**config.mk**
```make
export PLATFORM = sky130hd
export DESIGN_NAME = hilo_unit
export DESIGN_NICKNAME = d
export VERILOG_FILES = /design/src/rtl/hilo_unit.sv
export SDC_FILE = /design/constraint.sdc
export NUM_CORES = 1
export LEC_CHECK = 0
export ABC_AREA = 1
export CAP_MARGIN = 15
export CORE_MARGIN = 2
export CORE_UTILIZATION = 45
export CTS_BUF_LIST = sky130_fd_sc_hd__clkbuf_8
export DETAILED_ROUTE_END_ITERATION = 10
export PLACE_DENSITY = 0.72
export RECOVER_POWER = 50
export SLEW_MARGIN = 20
export SYNTH_ARGS = -nofsm -noshare
export SYNTH_HDL_FRONTEND = slang
export SYNTH_SLANG_ARGS = --single-unit
```
**constraint.sdc**
```tcl
create_clock -name clk -period 8.9 [get_ports clk]
set_clock_uncertainty 0.1 [all_clocks]
set_input_delay 1.78 -clock clk [delete_from_list [all_inputs] [get_ports clk]]
set_output_delay 1.78 -clock clk [all_outputs]
set_load 0.05 [all_outputs]
```
**src/rtl/hilo_unit.sv**
```systemverilog
// HI/LO register pair with DIV/DIVU sequencing around an external unsigned iterative divider.
// Optional single-cycle MULT/MULTU is compiled in when HILO_MULT_EN is defined.
module hilo_unit #(
  parameter int XLEN = 32
) (
  input  logic            clk,
  input  logic            rst,
  input  logic            op_valid,
  input  logic [2:0]      op_code,
  input  logic [XLEN-1:0] rs_data,
  input  logic [XLEN-1:0] rt_data,
  input  logic            rd_hilo,
  output logic [XLEN-1:0] hi,
  output logic [XLEN-1:0] lo,
  output logic            busy,
  output logic            stall,
  output logic            div_in_valid,
  output logic [XLEN-1:0] div_dividend,
  output logic [XLEN-1:0] div_divisor,
  input  logic [XLEN-1:0] div_remainder,
  input  logic [XLEN-1:0] div_quotient,
  input  logic            div_out_valid
);

  typedef enum logic [1:0] {IDLE, LAUNCH, WAIT, FIX} state_t;

  localparam logic [2:0] OP_DIV   = 3'd0;
  localparam logic [2:0] OP_DIVU  = 3'd1;
  localparam logic [2:0] OP_MULT  = 3'd2;
  localparam logic [2:0] OP_MULTU = 3'd3;
  localparam logic [2:0] OP_MTHI  = 3'd4;
  localparam logic [2:0] OP_MTLO  = 3'd5;

  state_t          state, state_next;
  logic [XLEN-1:0] dividend_mag, divisor_mag;
  logic [XLEN-1:0] quo, rem;
  logic            neg_q, neg_r;
  logic            signed_div;

  // |0x8000_0000| wraps back to 0x8000_0000, which is the correct unsigned magnitude.
  function automatic logic [XLEN-1:0] magnitude(input logic signed [XLEN-1:0] v);
    return v[XLEN-1] ? -v : v;
  endfunction

  function automatic logic [XLEN-1:0] cond_negate(input logic [XLEN-1:0] v, input logic neg);
    return neg ? -v : v;
  endfunction

`ifdef HILO_MULT_EN
  logic signed [2*XLEN-1:0] mul_a, mul_b, product;

  // Sign- or zero-extend to full product width; the low 2*XLEN bits are then exact.
  always_comb begin
    mul_a   = {{XLEN{(op_code == OP_MULT) & rs_data[XLEN-1]}}, rs_data};
    mul_b   = {{XLEN{(op_code == OP_MULT) & rt_data[XLEN-1]}}, rt_data};
    product = mul_a * mul_b;
  end
`endif

  assign signed_div   = (op_code == OP_DIV);
  assign stall        = busy & (op_valid | rd_hilo);
  assign div_dividend = dividend_mag;
  assign div_divisor  = divisor_mag;

  always_comb begin
    state_next = state;
    case (state)
      IDLE: begin
        if (op_valid && (op_code == OP_DIV || op_code == OP_DIVU) && rt_data != '0)
          state_next = LAUNCH;
      end
      LAUNCH:  state_next = WAIT;
      WAIT:    if (div_out_valid) state_next = FIX;
      FIX:     state_next = IDLE;
      default: state_next = IDLE;
    endcase
  end

  always_ff @(posedge clk or posedge rst) begin
    if (rst) state <= IDLE;
    else     state <= state_next;
  end

  always_ff @(posedge clk or posedge rst) begin
    if (rst) begin
      hi           <= '0;
      lo           <= '0;
      busy         <= 1'b0;
      div_in_valid <= 1'b0;
      dividend_mag <= '0;
      divisor_mag  <= '0;
      neg_q        <= 1'b0;
      neg_r        <= 1'b0;
      quo          <= '0;
      rem          <= '0;
    end else begin
      div_in_valid <= (state_next == LAUNCH);
      busy         <= (state_next != IDLE);
      case (state)
        IDLE: begin
          if (op_valid) begin
            case (op_code)
              OP_DIV, OP_DIVU: begin
                if (rt_data == '0) begin
                  hi <= rs_data;
                  lo <= '1;
                end else begin
                  dividend_mag <= signed_div ? magnitude(rs_data) : rs_data;
                  divisor_mag  <= signed_div ? magnitude(rt_data) : rt_data;
                  neg_q        <= signed_div & (rs_data[XLEN-1] ^ rt_data[XLEN-1]);
                  neg_r        <= signed_div & rs_data[XLEN-1];
                end
              end
              OP_MTHI: hi <= rs_data;
              OP_MTLO: lo <= rs_data;
`ifdef HILO_MULT_EN
              OP_MULT, OP_MULTU: {hi, lo} <= product;
`endif
              default: ;
            endcase
          end
        end
        WAIT: begin
          if (div_out_valid) begin
            quo <= div_quotient;
            rem <= div_remainder;
          end
        end
        FIX: begin
          lo <= cond_negate(quo, neg_q);
          hi <= cond_negate(rem, neg_r);
        end
        default: ;
      endcase
    end
  end

endmodule

```
==> results_dict.tcl, run 1 <==
set metrics [dict create \
    whs_path_depth 2 \
    initial_core_util 0.460 \
    syn_to_final_growth_pct 26.2 \
    synth_common_cells "nand2_1, nor2_1, dfrtp_1, nand3_1, inv_1" \
    timing.rr.start "state[0]" \
    synthCells 1773 \
    syn-mean-instance-area_um2 6.80 \
    synth_fp_nets 1917 \
    dpl.cell_count 2314 \
    rrSetupSlack_ps 5930 \
    detailroute.via_count 12525 \
    cts_tree "yes" \
    synthTopCellsByArea "dfrtp_1, nand2_1, nand3_1" \
    finalSetupViolCount 0 \
    min_from "lo[27]" \
    nets 2142 \
    ys_ff_latch 198 \
    numPortBuffers 266 \
    cp_cell_sequence "clkdlybuf4s50_1 > o21a_1 > clkdlybuf4s50_1" \
    crit_top_cell "clkdlybuf4s50_1" \
    ctsResizeCount 0 \
    power.density_nw_per_um2 375 \
    fmax_mhz 193 \
    cts_hold_buf 0 \
    rows 59 \
    drt_pass1_iterations 7 \
    timing.rr.end "rem[7]" \
    ys_types 41 \
    wl_per_cell_um 16.9 \
    fp.dieArea_um2 28100 \
    max_cap_violations 0 \
    antenna_left 0 \
    track_usage 0.281 \
    dpl.hpwl_um 29700 \
    yosysMostFrequentCell "nand2_1" \
    min_period_ps 5190 \
    via_per_inst 5.34 \
    syn_area_um2 12100 \
    ys.flop_type "dfrtp_1" \
    max_stage_delay_ps 800 \
    path_max_fanout 5 \
    fin_cells 2346 \
    wirelength_um 39700 \
    coreArea_um2 26200 \
    async_flop_share 1.00 \
    dieWidth_um 168 \
    fp.dieH_um 168 \
    drc 0 \
    postCtsSetupBuffers 0 \
    yosysSeqAreaShare 0.411 \
    cts.sink_count 198 \
    clockBufferDepth 2 \
    n_antenna_cell 0 \
    tightest_slew_ps 1030 \
    required_ps 7020 \
    numCtsBuffers 17 \
    synth_top_area_frac 0.411 \
    rsz0062_at_grt "false" \
    grt_max_degree 129 \
    status "finished clean" \
    clk_latency_ps 490 \
    grt_pass1_vias 11720 \
    hp-class "flop to flop" \
    setup_tns_ps 0 \
    antenna_found_initial 0 \
    synth_edf_count 0 \
    clk_pin_slew_ps 120 \
    synth_top_cell_by_area "dfrtp_1" \
    slew_violations 0 \
    slew_headroom 0.309 \
    criticalPathCategory "input pin to output pin" \
    ir_worst_vdd_mv 0.205 \
    arrival_ps 3310 \
    h-tree-depth 4 \
    grt-ovfl-total 0 \
    r2r_cells 5 \
    grt_pass1_wl_um 62500 \
    dr.first_iter.drc_count 1231 \
    place_congestion 0.901 \
    endpoint_kind "output pin" \
    drive_above_1_share 0.0433 \
    slowest_stage "clkdlybuf4s50_1" \
    root_buffer "clkbuf_8" \
    hold_end "lo[27]" \
    final-hold-violation-count 0 \
    start_kind "input pin" \
    period_share 0.584 \
    yosysWarnings 0 \
    power.leakage_nw 7.29 \
    pin_count 267 \
    nFillCells 2562 \
]
[through the flow]
step / hold slack (ps) / power [W] / util / cell area (um^2) / setup WS (ps)
2_1_floorplan: 406 / 0.00409 / - / 12100 / 1620
3_3_place_gp: 355 / 0.00511 / 0.565 / 14800 / 3700
3_5_place_dp: 359 / 0.00517 / 0.565 / 14800 / 3700
4_1_cts: 387 / 0.00580 / 0.581 / 15200 / 3700
5_1_grt: 406 / 0.00610 / 0.580 / 15200 / 3660
6_report: 378 / 0.00571 / 0.580 / 15200 / 3710
[how the worst max path moves through the flow]
stage / to / start / depth (start not counted)
final: stall / op_valid / 3
after global routing: stall / op_valid / 3
after CTS: stall / op_valid / 3
after detailed placement: stall / op_valid / 3
after global placement: stall / op_valid / 3
after floorplan: busy / rst / 1
[registers in the layout, indices dropped and copies added, names as in the netlist]
register,count
div_dividend,32
rem,32
div_divisor,32
quo,32
lo,32
busy,1
neg_q,1
div_in_valid,1
neg_r,1
hi,32
state,2
[layer usage]
layer | track usage | wire length (um)
met1 | 0.391 | 17500
met2 | 0.451 | 18200
met3 | 0.0518 | 3100
met4 | 0.0760 | 896
met5 | 0 | 0
[report_power, final]
part	internal (W)	leakage [nW]	switching [W]
Sequential	0.00134	2.34	0.000315
Combinational	0.00101	4.74	0.00241
Clock	0.000241	0.208	0.000385
[cells by family after synthesis]
logic type,Yosys count,share of synthesized area
flip-flops,198,0.411
XOR/XNOR,31,0.0225
adder cells (fa/ha/maj),8,0.00831
buffers and inverters,215,0.0797
AND/OR/NAND/NOR,1116,0.386
AO/OA/AOI/OAI,199,0.0868
multiplexers,6,0.00561
[placed cells by master (no fill, tap or decap), drive strengths merged, types with 2 or more instances in the layout]
| cell type | n |
|---|---|
| a21oi | 73 |
| buf | 9 |
| clkbuf | 17 |
| clkdlybuf4s50 | 183 |
| clkinv | 7 |
| dfrtp | 198 |
| dlygate4sd3 | 83 |
| ha | 8 |
| inv | 152 |
| mux2 | 6 |
| nand2 | 656 |
| nand3 | 194 |
| nand3b | 6 |
| nand4 | 14 |
| nor2 | 235 |
| nor3 | 8 |
| nor3b | 2 |
| o211ai | 9 |
| o21ai | 107 |
| o221ai | 2 |
| o22ai | 5 |
| xnor2 | 2 |
| xor2 | 29 |
[area by class of cell]
| class | count | area (um^2) | share of cell area |
|---|---|---|---|
| clock buffers | 17 | 234 | 0.0154 |
| clock inverters | 15 | 184 | 0.0121 |
| inverters | 146 | 561 | 0.0368 |
| multi-input cells | 1360 | 6130 | 0.403 |
| flip-flops and latches | 198 | 4950 | 0.326 |
| well taps | 335 | 419 | 0.0276 |
| repair buffers | 275 | 2730 | 0.179 |
[worst max-delay path, delay by kind of cell]
family | cells | cell delay (ps)
buffers and inverters | 2 | 1380
AO/OA/AOI/OAI | 1 | 160
(Power assumes the default switching activity.)
==> run 2: changes to the inputs <==
Clock period 8.9 ns to 4.99 ns, I/O delays scaled along.
==> results_dict.tcl, run 2 (synthesis results as in run 1) <==
set metrics [dict create \
    track_usage 0.283 \
    path_max_fanout 75 \
    h-tree-depth 4 \
    multi_input_area_um2 6140 \
    drive_above_1_share 0.0452 \
    place_congestion 0.932 \
    fin_ws_ps 1260 \
    postCtsSetupBuffers 0 \
    max_stage_delay_ps 1390 \
    clk_latency_ps 500 \
    grt_pass1_wl_um 63100 \
    nets 2145 \
    critPathLaunch "div_out_valid" \
    wirelength_um 39200 \
    fp.dieArea_um2 28100 \
    dieWidth_um 168 \
    cp_cell_sequence "dlygate4sd3_1 > nand2_1 > buf_12 > nor2_1 > a21oi_1" \
    violations "capacitance limit, slew limit" \
    fp.dieH_um 168 \
    start_kind "input pin" \
    finalSetupViolCount 0 \
    timing.rr.start "state[0]" \
    power.leakage_nw 7.22 \
    drt_pass1_iterations 6 \
    ctsResizeCount 0 \
    rows 59 \
    arrival_ps 4000 \
    required_ps 5260 \
    period_share 0.748 \
    grt-ovfl-total 0 \
    fmax_mhz 268 \
    root_buffer "clkbuf_8" \
    min_period_ps 3730 \
    power.density_nw_per_um2 674 \
    grt_pass1_vias 11978 \
    initial_core_util 0.460 \
    numPortBuffers 266 \
    slew_violations 75 \
    setup_tns_ps 0 \
    syn_to_final_growth_pct 26.8 \
    pin_count 267 \
    final-hold-violation-count 0 \
    tightest_slew_ps 2590 \
    final_common_cell "nand2_1" \
    final_area_um2 15300 \
    final_util 0.583 \
    detailroute.via_count 12464 \
    criticalPathCategory "input pin to flop" \
    status "finished, violations left" \
    seq_area_um2 4950 \
    dpl.hpwl_um 29800 \
    layout_common_cells "nand2_1, clkdlybuf4s50_1, nor2_1" \
    antenna_left 0 \
    grt_max_degree 148 \
    drc 0 \
    whs_ps 384 \
    slew_headroom -0.730 \
    clockBufferDepth 2 \
    ir_worst_vdd_mv 0.475 \
    place_ws_ps 1110 \
    slowest_stage "nand2_1" \
    cts_hold_buf 0 \
    cts_tree "yes" \
    placed_area_um2 14800 \
    hp-class "flop to flop" \
    via_per_inst 5.30 \
    clk_pin_slew_ps 110 \
    wl_per_cell_um 16.7 \
    min_from "hi[25]" \
    numCtsBuffers 17 \
    nFillCells 2503 \
    max_cap_violations 1 \
    rsz0062_at_grt "false" \
    coreArea_um2 26200 \
    cts.sink_count 198 \
    antenna_found_initial 1 \
    endpoint_kind "flop" \
    dr.first_iter.drc_count 1260 \
]
-- run 2: where the power goes --
part           switching [W]  total (W)  internal, W
sequential          0.000601    0.00300      0.00240
clock               0.000701    0.00110     0.000396
combinational        0.00427    0.00621      0.00194
-- run 2: final timing paths --
path                                  end  slack [ps]  cells after the start
setup / recovery                  quo[14]        1260                      5
hold / removal                     hi[25]         380                      2
setup reg to reg                  quo[14]        1630                      6
hold reg to reg                    hi[25]         380                      2
max in group asynchronous         quo[18]        1870                      3
min in group asynchronous  div_divisor[3]        1080                      2
-- run 2: area by class of cell --
| cell class | count | area share |
|---|---|---|
| multi-input cells | 1360 | 0.402 |
| flip-flops and latches | 198 | 0.324 |
| repair buffers | 278 | 0.182 |
| inverters | 146 | 0.0363 |
| well taps | 335 | 0.0274 |
| clock buffers | 17 | 0.0153 |
| clock inverters | 15 | 0.0124 |
| diodes | 1 | 0.000164 |
-- run 2: critical path: cells and delay by family --
family / cells / cell delay (ps)
and+or+nand+nor: 2 / 1620
buffers and inverters: 2 / 1270
AOI/OAI and AO/OA: 1 / 60
-- run 2: routing by layer --
layer,share of wire,global-route usage,up-vias
met5,0,0,-
met4,0.021,0.0715,0
met3,0.076,0.0537,58
met2,0.46,0.463,520
met1,0.44,0.390,5789
li1,-,-,6097
-- run 2: per-stage QoR --
stage / power (W) / instances
2_1_floorplan: 0.00729 / 1773
3_3_place_gp: 0.00911 / 2316
3_5_place_dp: 0.00922 / 2316
4_1_cts: 0.0103 / 2348
5_1_grt: 0.0110 / 2349
6_report: 0.0103 / 2350
